**src/rtl/if_stage.sv**
```systemverilog
// Instruction-fetch stage: owns the PC, drives the combinational instruction
// memory address and registers {pc, instr, pc+4} into the IF/ID register with a
// valid/ready handshake, redirect/flush support and a sticky fetch-fault trap.
module if_stage #(
  parameter logic [31:0] RESET_PC   = 32'h0000_0000,
  parameter int unsigned IMEM_WORDS = 64
) (
  input  logic        clk,
  input  logic        rst,
  output logic [31:0] instr_addr,
  input  logic [31:0] instr,
  input  logic        redirect_valid,
  input  logic [31:0] redirect_pc,
  input  logic        id_ready,
  output logic        id_valid,
  output logic [31:0] id_pc,
  output logic [31:0] id_instr,
  output logic [31:0] id_pc_plus4,
  output logic        fetch_fault
);

  localparam logic [31:0] NOP = 32'h0000_0013;

  typedef enum logic [1:0] {
    BOOT,
    RUN,
    FAULT
  } state_t;

  state_t      state;
  logic [31:0] pc;
  logic [31:0] pc_plus4;
  logic        advance;
  logic        pc_bad;
  logic        redirect_bad;

  // Misaligned or beyond the end of instruction memory.
  function automatic logic bad_addr(input logic [31:0] a);
    return (a[1:0] != 2'b00) || ({2'b00, a[31:2]} >= IMEM_WORDS);
  endfunction

  assign instr_addr   = pc;
  assign pc_plus4     = pc + 32'd4;
  assign advance      = !id_valid || id_ready;
  assign pc_bad       = bad_addr(pc);
  assign redirect_bad = bad_addr(redirect_pc);

  // Fetch FSM: boot delay, prioritised redirect / trap / advance, absorbing fault.
  always_ff @(posedge clk or posedge rst) begin
    if (rst) begin
      state       <= BOOT;
      pc          <= RESET_PC;
      id_valid    <= 1'b0;
      id_pc       <= '0;
      id_instr    <= NOP;
      id_pc_plus4 <= '0;
      fetch_fault <= 1'b0;
    end else begin
      case (state)
        BOOT: begin
          state <= RUN;
        end
        RUN: begin
          if (redirect_valid) begin
            id_valid <= 1'b0;
            if (redirect_bad) begin
              state       <= FAULT;
              fetch_fault <= 1'b1;
            end else begin
              pc <= redirect_pc;
            end
          end else if (pc_bad) begin
            state       <= FAULT;
            id_valid    <= 1'b0;
            fetch_fault <= 1'b1;
          end else if (advance) begin
            id_pc       <= pc;
            id_instr    <= instr;
            id_pc_plus4 <= pc_plus4;
            id_valid    <= 1'b1;
            pc          <= pc_plus4;
          end
        end
        FAULT: begin
          id_valid    <= 1'b0;
          fetch_fault <= 1'b1;
        end
        default: begin
          state <= BOOT;
        end
      endcase
    end
  end

endmodule
```
**config.mk**
```make
export PLATFORM = sky130hd
export DESIGN_NAME = if_stage
export DESIGN_NICKNAME = d
export VERILOG_FILES = /design/src/rtl/if_stage.sv
export SDC_FILE = /design/constraint.sdc
export NUM_CORES = 1
export LEC_CHECK = 0
export CORE_AREA = 2 2 133 135
export DETAILED_ROUTE_END_ITERATION = 16
export DIE_AREA = 0 0 135 137
export GPL_TIMING_DRIVEN = 0
export PLACE_DENSITY = 0.71
export SLEW_MARGIN = 20
export SYNTH_ARGS = -nofsm -noshare
export SYNTH_HDL_FRONTEND = slang
export SYNTH_SLANG_ARGS = --single-unit
```
**constraint.sdc**
```tcl
create_clock -name clk -period 4.2 [get_ports clk]
set_input_delay 1.05 -clock clk [delete_from_list [all_inputs] [get_ports clk]]
set_output_delay 1.05 -clock clk [all_outputs]
set_load 0.1 [all_outputs]
```
# After elaboration in Yosys (flattened, before gate mapping)

Cells that the tools add are included.

Word-level logic and storage cells: 50
Input port bits: 68
Output and inout bits: 130
Bits in read-only memories: 0
Bits in latches: 0
Memories: 0
Bits in writable memories: 0
Register bits: 132

Magnitude comparators: 2
Shifts and indexed selects: 0
Add/sub/neg operators: 1
Multipliers: 0
Divide/modulo/power cells: 0
Reductions and logical operators: 14
Bitwise operators: 3
Eq/ne operators: 7
Multiplexer cells: 16

Operator list:

| operator              | count |
|---|---|
| $mux 32               | 4 |
| $ge 30x7->1 const B   | 2 |
| $add 32x3->32 const B | 1 |
| $reduce_and 4->1      | 2 |
| $reduce_bool 2->1     | 4 |
| $mux 1                | 6 |
| $mux 2                | 3 |
| $ne 3x3->1 const B    | 2 |
| $pmux 2 s3            | 1 |
| $reduce_and 3->1      | 2 |
| $ne 2x2->1 const B    | 2 |
| $ne 4x4->1 const B    | 1 |
| $pmux 1 s2            | 2 |
| $logic_or 1x1->1      | 3 |
| $not 1->1             | 3 |
| $eq 2x1->1 const B    | 1 |
| $eq 2x2->1 const B    | 1 |
| $logic_not 2->1       | 1 |
| $reduce_and 2->1      | 1 |
| $logic_not 1->1       | 1 |

# Longest topological paths before layout

Word-level depth: 6
Depth in mapped cells: 8
Depth with buffers taken out: 7

# Least setup slack after synthesis

Ideal clock, no wire load.

Path kind: in2reg
Start: input redirect_valid
End: register id_pc[2]
Stages on the path: 5
Buffers on the path: 1
Arrival: 2.447 ns
Setup time: 0.126 ns
Slack: 1.627 ns
Data required time: 4.074 ns
Cells stage by stage: nor4_1 -> nand4_1 -> nor4b_4 -> buf_2 -> mux2_2

Cells in the longest elaborated chain, start to end: 2

RTL lines:

| what                       | RTL line | text |
|---|---|---|
| start: declaration         | 12       | `input logic redirect_valid,` |
| $not 1->1 (no line)        | --       |  |
| $reduce_and 4->1 (no line) | --       |  |
| end signal: assignment     | 77       | `id_pc <= pc;` |
| end: declaration           | 16       | `output logic [31:0] id_pc,` |

No other way between the ends.
A chain may end at the register's enable or synchronous reset.

# Worst setup path after layout

Start: register pc[2] (netlist: instr_addr[2])
End: output instr_addr[2]

RTL lines:

| what                     | RTL line | text |
|---|---|---|
| start: declaration       | 31       | `logic [31:0] pc;` |
| start signal: assignment | 70       | `pc <= redirect_pc;` |
| start signal: assignment | 81       | `pc <= pc_plus4;` |
| end: declaration         | 10       | `output logic [31:0] instr_addr,` |

No word-level cell between the ends.

==> results list <==
- The run finished with clean final reports.
- Static Leakage: 3.53 nW
- Top cell family by delay on the critical path: buffers and inverters
- Ranked by total cell area, the synthesized netlist is headed by sky130_fd_sc_hd__dfrtp_1 63%, sky130_fd_sc_hd__mux2_2 10%, sky130_fd_sc_hd__nor2b_1 6.5%.
- The longest clock path from root to sink contains 2 buffers.
* Final setup vio count: 0
- The H-tree generated during clock tree synthesis spans 4 levels.
- In the final layout, the share of cells above drive strength 1 is 0.158.
- The routed design has 13100 um of wire.
- Initial antenna violation count: 0
* Initial cell density of the core: 0.296
- Routed wire length per instance: 15.7 um
- Category of the critical setup timing path: register to output port
- The final layout contains 673 nets.
* Count of max-cap constraint violations: 0
* Sum of overflow across all layers after global routing: 0
* Setup repair after global routing missed its margin: false
* Number of remaining DRC errors: 0
- The first global-routing pass estimated 21100 um of wire.
- Total vias in the final route: 3801
- Placed instance count: 805
- CP Cell Sequence: clkdlybuf4s50_1
- Critical Path Sink Type: output port
* Total number of clock tree sinks: 130
- Combined buffer and inverter count along the critical path: 1
* Slew at the pin closest to its max-slew limit: 1.05 ns
- Fraction of the cycle the final worst path needs: 0.756
* CTS Hold Bufs: 0
* Antenna diodes: 0
- Post-layout total power: 0.00620 W
- TritonCTS built the clock tree.
- Sorting the synthesized cells by how often they occur yields 127 x sky130_fd_sc_hd__dfrtp_1, 52 x sky130_fd_sc_hd__nor2b_1, 45 x sky130_fd_sc_hd__mux2_2, 23 x sky130_fd_sc_hd__and2_1, 18 x sky130_fd_sc_hd__nor4_1.
- The share of synthesized area in the top cell type comes to 0.630.
- Counting I/O delays and the setup requirement, the final critical path takes 3.18 ns.
* Final Non-Filler Cells: 837
- Clock slew at the register clock pins of the worst setup and hold paths: 0.06 ns
- The most common cell in the synthesized netlist is sky130_fd_sc_hd__dfrtp_1.
* Crit-path max FO: 7
- Relative slew slack: 0.299
* Final-layout fill cell count: 1532
* GP Congestion: 0.866
- Syn-to-layout area delta: 58.7%
- Sequential area share after synthesis: 0.646
* Worst R2R Setup Slack: 1.61 ns
- During synthesis, Yosys emitted a total of 0 warnings.
- Most common flop cell mapped by yosys: sky130_fd_sc_hd__dfrtp_1
- Between clock sinks in the finished design, the worst skew comes to 0.00761 ns.
- The first routing iteration left 123 violations.
* Vias in the first global route: 4087
- Dpl ws: 0.603 ns
- In the synthesized netlist, the number of instances is 379.
- Count of distinct cell types in the synthesized netlist: 38
- The number of nets handed over by synthesis was 453.
- Critical path data arrival time: 2.13 ns
- Total power divided by cell area: 774 nW/um2
- The floorplan has 48 rows.
- Setup tns final: 0 ns
- The first detailed-routing pass ran for 4 iterations.
* Pin count of the biggest net entering global routing: 35
- Synth area leader: sky130_fd_sc_hd__dfrtp_1
- The later pin in the worst-skew pair is clocked with a latency of 0.40 ns.
- For this run, the total global-route usage over all layers was measured as 0.147.
* Detailed placement HPWL: 9970 um
* Number of max-slew violations in the final report: 0
- Post-synth EDFFs: 0
- Type of the most critical hold path: register to register
* Root Driver: sky130_fd_sc_hd__clkbuf_16
* Total setup buffers inserted after CTS: 0
* # port buffers: 197
- The die is 135 um wide.
* Summed instance area of the synthesized netlist: 5040 um2
- On the critical path, the stage with the largest delay is an instance of sky130_fd_sc_hd__clkdlybuf4s50_1.
- For this run, the slowest stage of the critical path takes 1.22 ns.
* Post-synth ARST share: 1.00
- IR analysis of the VDD net gives a maximum drop of 0.676 mV.
- Using the TritonRoute via totals, the vias-per-cell ratio works out to 4.54.
* Number of nets with antenna violations after detailed routing: 0
- Setup slack on the critical path of the routed design comes to 1.02 ns.
- The die is 137 um tall.
- Post-CTS repair changed the size of 0 cells.
- The worst setup path is launched from a register.
* Full die area: 18500 um2
- In this run, synthesis produced a sequential element count of 130.
* I/O Pins: 198
* Mean post-synth cell area: 13.3 um2
- CTS Buf Count: 17
* Peak Freq: 315 MHz
* Floorplan core area: 17100 um2
- Final Hold Vio Count: 0
* Final core utilization: 0.469
* Critical path required time: 3.15 ns
-- worst register-to-register path, cell delays in order, from the launching register on --
cell                      delay, ns
sky130_fd_sc_hd__dfrtp_1       0.39
sky130_fd_sc_hd__nor4_1        0.44
sky130_fd_sc_hd__nand4_1       0.32
sky130_fd_sc_hd__nor4b_4       0.59
sky130_fd_sc_hd__buf_2         0.35
sky130_fd_sc_hd__mux2_2        0.37
-- cells by family after synthesis --
| family | after synthesis | share of synthesized area |
|---|---|---|
| multiplexers | 47 | 0.104 |
| buffers and inverters | 30 | 0.0275 |
| XOR/XNOR | 5 | 0.00869 |
| AO/OA/AOI/OAI | 22 | 0.0288 |
| adder cells (fa/ha/maj) | 6 | 0.0149 |
| AND/OR/NAND/NOR | 139 | 0.170 |
| flip-flops | 130 | 0.646 |
-- power by group --
group	switching (W)	internal, W	leakage, nW
clock	0.000513	0.000996	0.289
combinational	0.00224	0.000768	1.56
sequential	0.000162	0.00152	1.67
total	0.00292	0.00328	3.53
-- metrics by stage --
step	instance area, um2	hold slack, ns
2_1_floorplan	5040	0.489
3_3_place_gp	7300	0.450
3_5_place_dp	7390	0.472
4_1_cts	8000	0.485
5_1_grt	8000	0.500
6_report	8000	0.478
-- worst paths after layout --
path / from / to / depth (start not counted)
max: instr_addr[2] / instr_addr[2] / 1
max in group asynchronous: rst / instr_addr[30] / 5
min reg2reg: fetch_fault / fetch_fault / 1
min in group asynchronous: rst / id_pc_plus4[24] / 2
max reg2reg: instr_addr[11] / id_instr[15] / 5
min: fetch_fault / fetch_fault / 1
-- area by class of cell --
cell class | count | area (um2) | area share
plain buffers | 22 | 109 | 0.0136
clock buffers | 24 | 492 | 0.0614
clock inverters | 8 | 125 | 0.0156
inverters | 8 | 33.8 | 0.00422
multi-input cells | 219 | 1650 | 0.206
flip-flops and latches | 130 | 3260 | 0.407
well taps | 225 | 282 | 0.0352
repair buffers | 201 | 2060 | 0.257
-- layer usage --
metal  share of wire  global-route usage
met4           0.014              0.0538
met2            0.48               0.236
met5               0                   0
met1            0.43               0.182
met3           0.081              0.0567
-- cells in the final DEF (no fill, tap or decap), types with 3 or more instances in the layout --
cell type	count
sky130_fd_sc_hd__nand2_1	10
sky130_fd_sc_hd__bufinv_16	3
sky130_fd_sc_hd__nor2b_1	52
sky130_fd_sc_hd__mux2_2	45
sky130_fd_sc_hd__nand2b_1	3
sky130_fd_sc_hd__buf_12	3
sky130_fd_sc_hd__inv_1	7
sky130_fd_sc_hd__nand4_1	6
sky130_fd_sc_hd__ha_1	6
sky130_fd_sc_hd__o221ai_1	4
sky130_fd_sc_hd__nor4_1	18
sky130_fd_sc_hd__buf_2	9
sky130_fd_sc_hd__buf_4	4
sky130_fd_sc_hd__nor3_1	5
sky130_fd_sc_hd__xnor2_1	3
sky130_fd_sc_hd__clkbuf_1	12
sky130_fd_sc_hd__clkinvlp_4	5
sky130_fd_sc_hd__clkbuf_8	4
sky130_fd_sc_hd__clkdlybuf4s50_1	197
sky130_fd_sc_hd__and2_1	23
sky130_fd_sc_hd__dfrtp_1	127
sky130_fd_sc_hd__dfstp_2	3
sky130_fd_sc_hd__a21oi_1	9
sky130_fd_sc_hd__nand3_1	3
sky130_fd_sc_hd__nor3b_1	3
sky130_fd_sc_hd__nor2_1	6
sky130_fd_sc_hd__clkbuf_16	17
-- sequential cells by signal, indices dropped and copies added, names as in the netlist --
name / flops
fetch_fault: 1
id_instr: 32
id_pc: 32
id_pc_plus4: 30
id_valid: 1
instr_addr: 32
state: 2
Power figures use the tool's default switching activity.
